### src/rtl/spi_cmd_arbiter.sv
// Round-robin arbiter sharing one spi_master command/response port among NUM_REQ clients.
// Optional WAIT-state watchdog enabled by defining SPI_ARB_TIMEOUT_EN.
module spi_cmd_arbiter #(
  parameter int NUM_REQ        = 3,
  parameter int DATA_WIDTH     = 32,
  parameter int ADDR_WIDTH     = 32,
  parameter int TIMEOUT_CYCLES = 1024
) (
  input  logic                            clk,
  input  logic                            rst,
  input  logic [NUM_REQ*ADDR_WIDTH-1:0]   req_addr,
  input  logic [NUM_REQ*DATA_WIDTH-1:0]   req_wr_data,
  input  logic [NUM_REQ*4-1:0]            req_wr_strb,
  input  logic [NUM_REQ-1:0]              req_wr_valid,
  input  logic [NUM_REQ-1:0]              req_rd_valid,
  output logic [NUM_REQ-1:0]              req_ready,
  output logic [NUM_REQ-1:0]              req_done,
  output logic [DATA_WIDTH-1:0]           req_rd_data,
  output logic [1:0]                      req_resp,
  output logic [ADDR_WIDTH-1:0]           cmd_addr,
  output logic [DATA_WIDTH-1:0]           cmd_wr_data,
  output logic [3:0]                      cmd_wr_strb,
  output logic                            cmd_wr_valid,
  output logic                            cmd_rd_valid,
  input  logic                            cmd_ready,
  input  logic [DATA_WIDTH-1:0]           resp_rd_data,
  input  logic [1:0]                      resp_status,
  input  logic                            resp_rd_done,
  input  logic                            resp_wr_done
);

  localparam int GW = (NUM_REQ > 1) ? $clog2(NUM_REQ) : 1;

  if (NUM_REQ < 2 || NUM_REQ > 8 || TIMEOUT_CYCLES < 1) begin : g_bad_param
    $error("spi_cmd_arbiter: NUM_REQ must be 2..8 and TIMEOUT_CYCLES >= 1");
  end

  typedef enum logic [1:0] {
    ST_IDLE  = 2'd0,
    ST_ISSUE = 2'd1,
    ST_WAIT  = 2'd2
  } state_t;

  state_t            state;
  logic [GW-1:0]     last_grant;
  logic [GW-1:0]     owner;
  logic              op_wr;
  logic [GW-1:0]     gnt_idx;
  logic              gnt_found;
  logic [NUM_REQ-1:0] pending;
  logic              done_any;

`ifdef SPI_ARB_TIMEOUT_EN
  localparam int TW = $clog2(TIMEOUT_CYCLES + 1);
  logic [TW-1:0]     tmo_cnt;
`endif

  assign pending  = req_wr_valid | req_rd_valid;
  assign done_any = resp_wr_done | resp_rd_done;

  // Search starts one past the previous winner so every client gets a turn.
  always_comb begin
    int            idx;
    logic [GW-1:0] cand;
    gnt_found = 1'b0;
    gnt_idx   = '0;
    idx       = 0;
    cand      = '0;
    for (int k = 1; k <= NUM_REQ; k++) begin
      idx  = (int'(last_grant) + k) % NUM_REQ;
      cand = GW'(idx);
      if (!gnt_found && pending[cand]) begin
        gnt_found = 1'b1;
        gnt_idx   = cand;
      end
    end
  end

  // Gated by rst so the handshake reads as idle while reset is held.
  assign req_ready = (state == ST_IDLE && gnt_found && !rst)
                     ? (NUM_REQ'(1) << gnt_idx) : '0;

  always_ff @(posedge clk or posedge rst) begin
    if (rst) begin
      state        <= ST_IDLE;
      last_grant   <= GW'(NUM_REQ - 1);
      owner        <= '0;
      op_wr        <= 1'b0;
      cmd_addr     <= '0;
      cmd_wr_data  <= '0;
      cmd_wr_strb  <= '0;
      cmd_wr_valid <= 1'b0;
      cmd_rd_valid <= 1'b0;
      req_done     <= '0;
      req_rd_data  <= '0;
      req_resp     <= '0;
`ifdef SPI_ARB_TIMEOUT_EN
      tmo_cnt      <= '0;
`endif
    end else begin
      req_done <= '0;
      case (state)
        ST_IDLE: begin
          if (gnt_found) begin
            cmd_addr     <= req_addr[int'(gnt_idx)*ADDR_WIDTH +: ADDR_WIDTH];
            cmd_wr_data  <= req_wr_data[int'(gnt_idx)*DATA_WIDTH +: DATA_WIDTH];
            cmd_wr_strb  <= req_wr_strb[int'(gnt_idx)*4 +: 4];
            // A write wins when both valids are up; the read stays pending.
            op_wr        <= req_wr_valid[gnt_idx];
            cmd_wr_valid <= req_wr_valid[gnt_idx];
            cmd_rd_valid <= !req_wr_valid[gnt_idx];
            owner        <= gnt_idx;
            last_grant   <= gnt_idx;
            state        <= ST_ISSUE;
          end
        end

        ST_ISSUE: begin
          if (cmd_ready) begin
            cmd_wr_valid <= 1'b0;
            cmd_rd_valid <= 1'b0;
            state        <= ST_WAIT;
`ifdef SPI_ARB_TIMEOUT_EN
            tmo_cnt      <= '0;
`endif
          end
        end

        ST_WAIT: begin
          if (done_any) begin
            req_rd_data <= op_wr ? '0 : resp_rd_data;
            req_resp    <= resp_status;
            req_done    <= NUM_REQ'(1) << owner;
            state       <= ST_IDLE;
          end
`ifdef SPI_ARB_TIMEOUT_EN
          else if (tmo_cnt == TW'(TIMEOUT_CYCLES - 1)) begin
            req_rd_data <= '0;
            req_resp    <= 2'b10;
            req_done    <= NUM_REQ'(1) << owner;
            state       <= ST_IDLE;
          end else begin
            tmo_cnt <= tmo_cnt + 1'b1;
          end
`else
          else begin
            state <= ST_WAIT;
          end
`endif
        end

        default: state <= ST_IDLE;
      endcase
    end
  end

endmodule

### config.mk
export PLATFORM = sky130hd
export DESIGN_NAME = spi_cmd_arbiter
export DESIGN_NICKNAME = d
export VERILOG_FILES = /design/src/rtl/spi_cmd_arbiter.sv
export SDC_FILE = /design/constraint.sdc
export NUM_CORES = 1
export LEC_CHECK = 0
export ABC_AREA = 1
export CORE_MARGIN = 2
export CORE_UTILIZATION = 30
export CTS_CLUSTER_SIZE = 25
export DETAILED_ROUTE_END_ITERATION = 8
export GPL_ROUTABILITY_DRIVEN = 0
export PLACE_DENSITY = 0.69
export SYNTH_ARGS = -nofsm -noshare
export SYNTH_HDL_FRONTEND = slang
export SYNTH_SLANG_ARGS = --single-unit
export TNS_END_PERCENT = 100
### constraint.sdc
create_clock -name clk -period 3.9 [get_ports clk]
set_clock_uncertainty 0.05 [all_clocks]
set_input_delay 0.585 -clock clk [delete_from_list [all_inputs] [get_ports clk]]
set_output_delay 0.585 -clock clk [all_outputs]
set_load 0.05 [all_outputs]
==> run metrics <==
die height=between 100 and 150 µm; adder-cell share of the synthesized area=0.622%; global-route wire length before repair=about 36000 µm; WP buf/inv=4; Rel. slew slack=between 20 and 30%; capturing element type of the critical path=primary output; sequential share of the synthesized area=~47%; CP startpoint kind=flop; FF-to-FF End=op_wr$_DFFE_PP0P_; critical path's top delay family=simple AND/OR/NAND/NOR gates; total negative slack=0 ns; hold_buf cts=0; vias per std cell=roughly 4.6; core area=between 15000 and 20000 µm²; Routed WL=~23000 µm; synth unique cells=21; Levels on crit path=12; r2r setup slk=0.97 ns; reg2reg path depth=16; Rows=between 50 and 60; Starting Density=between 30 and 40%; fin crit period=~3.2 ns; CTS Sinks=113; share of cells above drive strength 1=4.89%; crit path to=req_ready[1]; via count=6839; Post-Synth XOR/XNOR Area=0%; Reg-to-Reg Start=last_grant[0]$_DFFE_PP0P_; GR Util met2=a little over a third; CTS resizes=0; H-tree levels=4; area of the multi-input gates=between 2000 and 3000 µm²; syn_area_per_cell=roughly 7 µm²; largest net degree at the start of global routing=100; RSZ-0062 raised after global routing=no; largest family of logic cells by synthesized area=simple AND/OR/NAND/NOR gates; synthesized area=roughly 6000 µm²; #FFs+latches synth=roughly 110; Final Hold Fails=0; initial drt markers=between 200 and 300; simple logic cell fraction of the synthesized area=a little under two fifths; Slew Limit Fails=0; fillcell total=~1900; busiest layer in global routing=met2; crit path kind=flop to primary output; met1 Usage GRT=around a quarter; Setup crit start=last_grant[0]$_DFFE_PP0P_; die span in x=about 150 µm; hpwl dp=roughly 16000 µm; final core utilization=52.8%; Net count, final=1447; GRT Util Overall=21.2%; outcome=finished, final reports clean; CP cell instances=inv_1, ha_1, inv_2, nor2_1, nand2_1, nand3_1, nor2_2, nand3_1, nand2_4, inv_2, nor3_1, buf_12; WP data required=between 3 and 4 ns; Final Cell Area=slightly above 10000 µm²; endpoints failing setup=0; max capacitance violation total=0; grt met3 use=under 10%; hold crit path type=flop to flop; number of post-CTS setup repair buffers=0; syn nets=approximately 1100; Buffers on Ports=358; synth warn=0; Clock Tree Root=clkbuf_16; Crit-path slowest cell=dfrtp_1; Worst-Margin Slew=roughly 1.1 ns; vias in the first global route=6528; CTS buffer count=17; Worst-path clk slew=~0.05 ns; CTS tree=done; clock latency at the later pin of the worst-skew pair=0.41 ns; fin crit share=82.9%; mux cell area share after synthesis=0%; register area=between 2000 and 3000 µm²; CTS max path bufs=2; worst-path fanout max=5; wire per inst=around 15 µm; cell area after placement=9800 µm²; Area Overhead vs Synth=71.2%; most frequent cells in the layout=clkdlybuf4s50_1, nand2_1, nor2_1; DRC violations left=0; GR Overflow Total=0; drt pass-1 iters=5; slowest stage delay, CP=0.41 ns; commonest non-fill, non-tap cell in the layout=clkdlybuf4s50_1; Synth Area in Compound Gates=between 8 and 9%; Routed Antenna Nets=0; fmax=309 MHz; Worst EP arrival=2.60 ns; Die Area=roughly 21000 µm²; Ports=roughly 360; cell count after synthesis=between 800 and 900; initial antenna violation count=1
==> flip-flops by register name, summed over array words and instances, names as in the netlist <==
| name | flops |
|---|---|
| cmd_addr | 32 |
| cmd_rd_valid | 1 |
| cmd_wr_data | 32 |
| cmd_wr_strb | 4 |
| cmd_wr_valid | 1 |
| last_grant | 2 |
| op_wr | 1 |
| owner | 1 |
| req_done | 3 |
| req_rd_data | 32 |
| req_resp | 2 |
| state | 2 |
==> final cells by class <==
| type | count | share of cell area, % |
|---|---|---|
| Antenna cell | 1 | 0.0242 |
| Sequential cell | 113 | 27.4 |
| Clock inverter | 11 | 0.884 |
| Tap cell | 265 | 3.21 |
| Timing Repair Buffer | 367 | 35.7 |
| Clock buffer | 20 | 4.32 |
| Multi-Input combinational cell | 674 | 27.6 |
| Inverter | 22 | 0.847 |
==> worst min-delay path by stage <==
stage	startpoint	slack, ns	endpoint	cells past startpoint
global route	req_resp[0]$_DFFE_PP0P_	0.44	req_resp[0]$_DFFE_PP0P_	2
floorplan	state[1]$_DFFE_PP0P_	0.38	state[0]$_DFFE_PP0P_	1
global placement	state[1]$_DFFE_PP0P_	0.40	state[0]$_DFFE_PP0P_	1
finish	owner[1]$_DFFE_PP0P_	0.40	req_done[1]$_DFF_PP0_	1
detailed placement	owner[1]$_DFFE_PP0P_	0.40	req_done[1]$_DFF_PP0_	1
CTS	owner[1]$_DFFE_PP0P_	0.41	req_done[1]$_DFF_PP0_	1
==> metrics by stage <==
stage | instances | hold slack, ns | setup WS, ns
floorplan | 864 | 0.380 | 0.172
global placement | 1441 | 0.400 | 0.736
detailed placement | 1441 | 0.403 | 0.707
CTS | 1472 | 0.411 | 0.643
global route | 1473 | 0.443 | 0.420
finish | 1473 | 0.404 | 0.669
==> cells in the mapped netlist <==
master    number  share of area [%]
nand2_1      347                 22
nor2_1       120                7.5
dfrtp_1      112                 46
a21oi_1       92                7.6
nand3_1       92                7.6
buf_2         28                2.3
clkbuf_1      19                1.2
inv_1         17                1.1
buf_4          5               0.62
inv_2          5               0.31
nor2_2         5               0.52
nor3_1         5               0.41
o21ai_0        4               0.33
ha_1           3               0.62
buf_6          2               0.37
nand2_2        2               0.21
nand3_2        2               0.33
buf_8          1               0.25
dfstp_2        1               0.44
nand2_4        1               0.19
o31ai_1        1               0.12
==> cells by family after synthesis <==
group | after synthesis
AO/OA/AOI/OAI | 97
buffers and inverters | 77
adder cells (fa/ha/maj) | 3
AND/OR/NAND/NOR | 574
flip-flops | 113
==> layer usage <==
| layer | vias up | part of all wire [%] |
|---|---|---|
| met5 | - | 0 |
| met4 | 0 | 2.7 |
| met3 | 41 | 5.6 |
| met2 | 228 | 50 |
| met1 | 3175 | 41 |
| li1 | 3395 | - |
Power is not shown: default switching activity piles up to over one toggle a cycle in this logic, so the estimate is an artifact.
